===== src/rtl/led_code_decoder.sv =====
`default_nettype none
// ============================================================================
// Module   : led_code_decoder
// Brief    : Debounces an 8-bit LED bar pattern and decodes it to 0..15.
// Revision : 1.0
// ============================================================================
module led_code_decoder #(
    parameter int STABLE_N = 3,
    parameter int ERR_W    = 8
) (
    input  logic             clk,
    input  logic             rst_n,
    input  logic [7:0]       din,
    input  logic             din_valid,
    input  logic             dout_ready,
    output logic [3:0]       dout,
    output logic             dout_valid,
    output logic             code_err,
    output logic [ERR_W-1:0] err_cnt,
    output logic             busy
);

    localparam logic [3:0] C_STABLE = 4'(STABLE_N);

    typedef enum logic [1:0] {
        IDLE    = 2'd0,
        QUAL    = 2'd1,
        HOLD    = 2'd2,
        RELEASE = 2'd3
    } state_t;

    state_t           state_q, state_d;
    logic [7:0]       cand_q, cand_d;
    logic [3:0]       cnt_q, cnt_d;
    logic [3:0]       dout_q, dout_d;
    logic             code_err_q, code_err_d;
    logic [ERR_W-1:0] err_cnt_q, err_cnt_d;
    logic [4:0]       w_dec;
    logic             w_capture;

    // Returns {illegal, value}; illegal patterns report value 0.
    function automatic logic [4:0] decode(input logic [7:0] p);
        case (p)
            8'h00: decode = 5'd0;
            8'h01: decode = 5'd1;
            8'h02: decode = 5'd2;
            8'h04: decode = 5'd3;
            8'h08: decode = 5'd4;
            8'h10: decode = 5'd5;
            8'h20: decode = 5'd6;
            8'h40: decode = 5'd7;
            8'h80: decode = 5'd8;
            8'h03: decode = 5'd9;
            8'h07: decode = 5'd10;
            8'h0F: decode = 5'd11;
            8'h1F: decode = 5'd12;
            8'h3F: decode = 5'd13;
            8'h7F: decode = 5'd14;
            8'hFF: decode = 5'd15;
            default: decode = 5'b1_0000;
        endcase
    endfunction

    always_comb begin
        state_d    = state_q;
        cand_d     = cand_q;
        cnt_d      = cnt_q;
        dout_d     = dout_q;
        code_err_d = code_err_q;
        err_cnt_d  = err_cnt_q;
        w_dec      = decode(din);
        w_capture  = 1'b0;

        case (state_q)
            IDLE: begin
                if (din_valid) w_capture = 1'b1;
            end
            QUAL: begin
                if (!din_valid) begin
                    state_d = IDLE;
                    cand_d  = 8'h00;
                    cnt_d   = 4'd0;
                end else if (din == cand_q) begin
                    cnt_d = cnt_q + 4'd1;
                    if (cnt_q + 4'd1 == C_STABLE) begin
                        state_d                = HOLD;
                        {code_err_d, dout_d}   = w_dec;
                    end
                end else begin
                    w_capture = 1'b1;
                end
            end
            HOLD: begin
                if (dout_ready) begin
                    state_d = RELEASE;
                    cnt_d   = 4'd0;
                    if (code_err_q && (err_cnt_q != '1))
                        err_cnt_d = err_cnt_q + ERR_W'(1);
                end
            end
            RELEASE: begin
                // cand_q still holds the transferred pattern, suppressing re-emission.
                if (!din_valid) begin
                    state_d = IDLE;
                    cand_d  = 8'h00;
                end else if (din != cand_q) begin
                    w_capture = 1'b1;
                end
            end
            default: state_d = IDLE;
        endcase

        if (w_capture) begin
            cand_d = din;
            cnt_d  = 4'd1;
            if (STABLE_N == 1) begin
                state_d              = HOLD;
                {code_err_d, dout_d} = w_dec;
            end else begin
                state_d = QUAL;
            end
        end
    end

    always_ff @(posedge clk or negedge rst_n) begin
        if (!rst_n) begin
            state_q    <= IDLE;
            cand_q     <= 8'h00;
            cnt_q      <= 4'd0;
            dout_q     <= 4'd0;
            code_err_q <= 1'b0;
            err_cnt_q  <= '0;
        end else begin
            state_q    <= state_d;
            cand_q     <= cand_d;
            cnt_q      <= cnt_d;
            dout_q     <= dout_d;
            code_err_q <= code_err_d;
            err_cnt_q  <= err_cnt_d;
        end
    end

    assign dout       = dout_q;
    assign code_err   = code_err_q;
    assign err_cnt    = err_cnt_q;
    assign dout_valid = (state_q == HOLD);
    assign busy       = (state_q != IDLE);

endmodule
`default_nettype wire


===== config.mk =====
export PLATFORM = sky130hd
export DESIGN_NAME = led_code_decoder
export DESIGN_NICKNAME = d
export VERILOG_FILES = /design/src/rtl/led_code_decoder.sv
export SDC_FILE = /design/constraint.sdc
export NUM_CORES = 1
export LEC_CHECK = 0
export ABC_CLOCK_PERIOD_IN_PS = 4400
export CORE_ASPECT_RATIO = 1.4
export CORE_UTILIZATION = 58
export DETAILED_ROUTE_END_ITERATION = 10
export GPL_ROUTABILITY_DRIVEN = 0
export HOLD_SLACK_MARGIN = 0.08
export PLACE_DENSITY = 0.81
export SLEW_MARGIN = 20
export SYNTH_ARGS = -nofsm -noshare
export SYNTH_HDL_FRONTEND = slang
export SYNTH_SLANG_ARGS = --single-unit

===== constraint.sdc =====
create_clock -name clk -period 4.4 [get_ports clk]
set_clock_uncertainty 0.1 [all_clocks]
set_input_delay 1.32 -clock clk [delete_from_list [all_inputs] [get_ports clk]]
set_output_delay 1.32 -clock clk [all_outputs]
set_load 0.02 [all_outputs]

==> impl_metrics.csv, run 1 <==
group,metric,value,unit
power,power.density,233,nW/um^2
worst_setup_path,required,4.46,ns
yosys,syn_area_per_cell,9.61,um^2
yosys,syn-instance-count,183,
yosys,ys.flop_type,"dfrtp_1",
worst_hold_path,hold_path.class,"flip-flop to flip-flop",
clock_network,clk_latency,0.27,ns
grt,grt_antenna_before_repair,0,
clock_network,cts-resized-gates,0,
placement,hpwl,2810,um
sta,layout_worst_path_cycle_share,0.795,
route,num_vias,1464,
grt,grt_pass1_vias,1350,
route,ant_nets,0,
clock_network,cts_num_sinks,27,
grt,grt-ovfl-total,0,
clock_network,clkTransAtPathRegs,0.09,ns
worst_setup_path,worst-setup-path-type,"input port to flip-flop",
grt,grt_pass1_wl,6230,um
worst_setup_path,crit_arrival,3.55,ns
placement,numPortBuffers,26,
clock_network,cts_hold_buffers,0,
route,wl_per_cell,15.4,um
floorplan,num_rows,23,
yosys,synthesis.area,1760,um^2
clock_network,cts_tree,"done",
yosys,synth-seq-cells,27,
worst_setup_path,start_kind,"input port",
worst_setup_path,slowest_stage,"clkdlybuf4s50_1",
floorplan,initial_core_util,0.611,
sta,holdWs,0.391,ns
yosys,ys_types,45,
worst_setup_path,path_delay_family,"simple AND/OR/NAND/NOR gates",
power,p_sw,0.000126,W
power,power.leakage,0.874,nW
worst_setup_path,timing.rr.start,"cnt_q[0]$_DFFE_PN0P_",
worst_setup_path,crit_path_start,"din[4]",
route,routed_wl,3750,um
route,drtPass1Iterations,4,
cells_and_area,nets,222,
sta,fmax,286,MHz
yosys,synthTopCellsByArea,"dfrtp_1 38%, xnor2_2 4.6%, a22o_1 4.0%",
route,drc,0,
sta,tightest_slew,0.591,ns
worst_hold_path,worstHoldStart,"err_cnt[7]$_DFFE_PN0P_",
outcome,outcome,"finished clean",
power,p_clk_frac,0.289,
placement,dp.cells,239,
cells_and_area,antenna_cells,0,
route,drtIter0Drc,59,
yosys,synth_top_cell_area_share,0.384,
sta,relSlewSlack,0.604,
worst_setup_path,crit_chain,"clkdlybuf4s50_1 -> xnor2_1 -> nand4_2 -> or3_4 -> nor3_4 -> mux2_4",
power,cell_internal_pwr,0.000354,W
cells_and_area,drive_gt1_frac,0.0971,
clock_network,cts_max_path_buffers,2,
yosys,synth_top_cell_by_area,"dfrtp_1",
cells_and_area,synthToLayoutAreaGrowth,17.4,%
route,routed_via_density,6.02,
sta,finalHoldViolCount,0,
yosys,yosys_warnings,0,
power,ir_worst_vdd,0.000131,V
sta,period_needed,3.50,ns
worst_setup_path,critPathBufInv,1,
sta,slew_violations,0,
run,max_cap_viol_count,0,
sta,finalSetupTns,0,ns
floorplan,io_pins,27,
worst_setup_path,crit_path_end_kind,"flip-flop",
clock_network,postCtsSetupBuffers,0,
yosys,synthesis.nets,198,
cells_and_area,instances_no_fill,243,
floorplan,coreArea,2880,um^2
sta,rsz0062_at_grt,"no",
yosys,ys_seq_area_frac,0.384,
power,combinationalPowerShare,0.164,
clock_network,cts_buffers,3,
floorplan,dieArea,3260,um^2
power,p_seq_frac,0.547,
clock_network,ctsHtreeMaxLevel,1,
yosys,synth-edff-count,0,
grt,grt_max_degree,28,
clock_network,root_buffer,"clkbuf_8",
worst_setup_path,max_stage_delay,0.77,ns
floorplan,die_h,67.2,um
grt,grtUsageTotal,0.249,
power,p_sw_frac,0.263,
yosys,async_flop_share,1.00,
floorplan,fp.dieW,48.5,um
sta,finalSetupViolCount,0,
worst_setup_path,critPathMaxFanout,13,
==> worst reg2reg max path: stages (launching register included) <==
cell and delay (ns):
dfrtp_1 0.47, inv_1 0.12, ha_1 0.14, nor2b_1 0.15, nor4b_1 0.27, a41oi_1 0.15
nor3_4 0.38, mux2_4 0.34
==> power groups by stage <==
stage / Combinational (W) / Sequential (W) / Clock [W]
CTS: 0.0000785 / 0.000262 / 0.000142
global placement: 0.0000750 / 0.000267 / 0
finish: 0.0000786 / 0.000263 / 0.000139
global route: 0.0000859 / 0.000264 / 0.000150
detailed placement: 0.0000781 / 0.000267 / 0
floorplan: 0.0000544 / 0.000265 / 0
==> cell usage in the layout, fill, tap and decap left out, types with 5 or more instances in the layout <==
cell,n
clkdlybuf4s50_1,26
xnor2_2,5
xnor2_1,8
xor2_1,7
nand3_1,7
inv_1,8
a21oi_1,5
nor2_1,12
nor3_1,10
a22o_1,8
o21ai_0,9
nand2_1,17
dfrtp_1,27
==> through the flow <==
stage          total power [W]  utilization  setup slack, ns  cell area (um^2)
2_1_floorplan         0.000319            -             1.47              1760
3_3_place_gp          0.000342        0.701            0.719              2020
3_5_place_dp          0.000345        0.701            0.659              2020
4_1_cts               0.000483        0.717            0.928              2060
5_1_grt               0.000500        0.717            0.808              2060
6_report              0.000480        0.717            0.903              2060
==> registers in the layout (all words and copies together) (netlist names) <==
register	cells
dout	4
err_cnt	8
cand_q	8
cnt_q	4
code_err	1
state_q	2
==> cell type report <==
type | count | area (um^2)
Sequential cell | 27 | 676
Clock buffer | 3 | 41.3
Clock inverter | 1 | 5.00
Timing Repair Buffer | 29 | 283
Inverter | 9 | 33.8
Tap cell | 37 | 46.3
Fill cell | 236 | 813
Multi-Input combinational cell | 137 | 980
==> layer usage <==
metal | up-vias | part of all wire | global-route usage
met5 | - | 0 | 0
met4 | 0 | 0.015 | 0.0882
met3 | 4 | 0.033 | 0.0180
met2 | 50 | 0.54 | 0.463
met1 | 704 | 0.42 | 0.306
li1 | 706 | - | -
==> synth_stat cells, types with 2 or more instances <==
master,n
nand4_1,3
nor2_1,12
a32oi_1,3
a2bb2oi_1,2
mux2i_1,3
nand3_1,7
o21ai_0,9
nor4_1,2
xor2_1,7
clkbuf_1,4
ha_1,3
a21boi_0,2
nor3_1,10
buf_6,4
buf_2,2
mux2_4,3
nand2b_1,2
o31ai_1,2
inv_1,8
xnor2_2,5
a21oi_1,5
nand2_1,17
o22ai_1,3
nor2b_1,4
dfrtp_1,27
a22o_1,8
xnor2_1,8
==> cells by family (layout without fill, tap and decap cells) <==
| family | after synthesis | after routing | share of synthesized area |
|---|---|---|---|
| buffers and inverters | 19 | 42 | 0.0590 |
| XOR/XNOR | 20 | 20 | 0.121 |
| adder cells (fa/ha/maj) | 4 | 4 | 0.0270 |
| flip-flops | 27 | 27 | 0.384 |
| multiplexers | 6 | 6 | 0.0427 |
| AND/OR/NAND/NOR | 64 | 64 | 0.188 |
| AO/OA/AOI/OAI | 43 | 43 | 0.178 |
==> final timing paths <==
check                                         end  slack (ns)  cells past startpoint
max in group asynchronous    cnt_q[3]$_DFFE_PN0P_        2.62                      2
max reg2reg                   dout[3]$_DFFE_PN0P_        2.17                      7
min reg2reg                err_cnt[7]$_DFFE_PN0P_        0.39                      1
min                        err_cnt[7]$_DFFE_PN0P_        0.39                      1
max                           dout[3]$_DFFE_PN0P_        0.90                      6
min in group asynchronous  err_cnt[3]$_DFFE_PN0P_        1.30                      2
(Power assumes the default switching activity.)
==> run 2, diff against run 1 <==
ABC_CLOCK_PERIOD_IN_PS = 3000   (was 4400)
CORE_UTILIZATION = 48   (was 58)
PLACE_DENSITY = 0.71   (was 0.81)
clock period = 3 ns   (was 4.4 ns; I/O delays follow)
==> run 2 against run 1 <==
- combinational power increased by 59%
- die area rose by 20%
- highest routed layer unchanged
- non-clock buffer count grew 11
- largest cell class unchanged
- worst setup slack got worse by 0.57 ns
- critical endpoint is now busy
- utilization decreased by 9.3 points
==> impl_metrics.csv, run 2 (same netlist as run 1, synthesis figures left out) <==
group,metric,value,unit
sta,period_needed,2.67,ns
worst_hold_path,hold_path.class,"flip-flop to flip-flop",
worst_setup_path,crit_arrival,1.67,ns
worst_setup_path,critPathMaxFanout,12,
sta,finalHoldViolCount,0,
cells_and_area,drive_gt1_frac,0.138,
placement,numPortBuffers,26,
sta,layout_worst_path_cycle_share,0.890,
run,max_cap_viol_count,0,
worst_setup_path,required,2.00,ns
outcome,outcome,"finished clean",
floorplan,initial_core_util,0.511,
placement,dp.cells,253,
floorplan,fp.dieW,53.2,um
floorplan,die_h,73.6,um
clock_network,cts_max_path_buffers,2,
cells_and_area,synthToLayoutAreaGrowth,22.2,%
floorplan,io_pins,27,
clock_network,clkTransAtPathRegs,0.09,ns
clock_network,cts-resized-gates,0,
sta,slew_violations,0,
cells_and_area,nets,233,
sta,tightest_slew,0.545,ns
grt,grt_pass1_wl,6620,um
cells_and_area,n_fill_cell,292,
grt,grt_max_degree,28,
grt,grt_antenna_before_repair,0,
sta,finalSetupTns,0,ns
route,wl_per_cell,15.5,um
floorplan,coreArea,3440,um^2
sta,relSlewSlack,0.635,
cells_and_area,instances_no_fill,257,
route,drtIter0Drc,42,
sta,fmax,374,MHz
clock_network,cts_buffers,3,
worst_setup_path,worst-setup-path-type,"flip-flop to output pin",
placement,postPlaceCellArea,2100,um^2
power,power.leakage,0.924,nW
cells_and_area,antenna_cells,0,
cells_and_area,final_cell_area,2150,um^2
route,num_vias,1518,
route,routed_wl,3970,um
worst_setup_path,start_kind,"flip-flop",
grt,grtUsageTotal,0.231,
sta,rsz0062_at_grt,"no",
clock_network,ctsHtreeMaxLevel,1,
clock_network,cts_num_sinks,27,
worst_hold_path,hold_depth,1,
placement,hpwl,3020,um
clock_network,cts_tree,"done",
clock_network,postCtsSetupBuffers,0,
route,routed_via_density,5.91,
cells_and_area,mostFrequentLayoutCell,"dfrtp_1",
grt,grt_pass1_vias,1477,
cells_and_area,final_cell_mix,"27 x dfrtp_1, 26 x clkdlybuf4s50_1, 17 x nand2_1, 14 x buf_4, 12 x nor2_1",
clock_network,clk_latency,0.27,ns
floorplan,num_rows,25,
route,ant_nets,0,
sta,holdWs,0.406,ns
sta,finalSetupViolCount,0,
worst_setup_path,worstRegToRegCells,7,
worst_setup_path,crit_path_end_kind,"output pin",
route,drtPass1Iterations,4,
clock_network,root_buffer,"clkbuf_8",
grt,grt-ovfl-total,0,
power,power.density,335,nW/um^2
floorplan,dieArea,3910,um^2
power,ir_worst_vdd,0.000246,V
route,drc,0,
clock_network,cts_hold_buffers,0,
run 2: cell count changes in the layout (fill, tap and decap cells not counted):
cell,delta
clkinv_2,-1
buf_4,+11
clkbuf_1,+1
run 2: worst max-delay path, stage by stage (launching register included):
cell             delay, ns
dfrtp_1               0.52
or2_2                 0.34
clkdlybuf4s50_1       0.54
run 2: final timing paths:
path | from | endpoint | slack, ns
worst max register to register | cnt_q[0]$_DFFE_PN0P_ | dout[0]$_DFFE_PN0P_ | 0.92
min in group asynchronous | rst_n | cnt_q[2]$_DFFE_PN0P_ | 0.88
worst min-delay path | err_cnt[7]$_DFFE_PN0P_ | err_cnt[7]$_DFFE_PN0P_ | 0.41
worst min register to register | err_cnt[7]$_DFFE_PN0P_ | err_cnt[7]$_DFFE_PN0P_ | 0.41
max in group asynchronous | rst_n | state_q[0]$_DFFE_PN0P_ | 1.65
worst max-delay path | state_q[0]$_DFFE_PN0P_ | busy | 0.33
run 2: final cells by class:
class	instances	area, um^2	area share
clock buffers	4	45.0	0.0210
multi-input cells	137	980	0.456
repair buffers	40	365	0.170
flip-flops and latches	27	676	0.314
well taps	40	50.0	0.0233
inverters	9	33.8	0.0157
run 2: metrics by stage:
stage / utilization / worst slack [ns] / total power (W)
6_report: 0.625 / 0.329 / 0.000719
5_1_grt: 0.625 / 0.253 / 0.000751
4_1_cts: 0.625 / 0.328 / 0.000723
3_5_place_dp: 0.612 / 0.0548 / 0.000517
3_3_place_gp: 0.612 / 0.0868 / 0.000512
2_1_floorplan: - / 0.494 / 0.000468
run 2: metal layers:
layer | vias up | share of wire | track usage
met5 | - | 0 | 0
met4 | 0 | 0.015 | 0.105
met3 | 6 | 0.043 | 0.0269
met2 | 55 | 0.55 | 0.409
met1 | 733 | 0.39 | 0.271
li1 | 724 | - | -
run 2: power by group:
group          switching, W  internal (W)  total (W)
Clock              0.000114     0.0000953   0.000209
Combinational     0.0000633     0.0000619   0.000125
Sequential        0.0000120      0.000373   0.000385
Total              0.000189      0.000530   0.000719
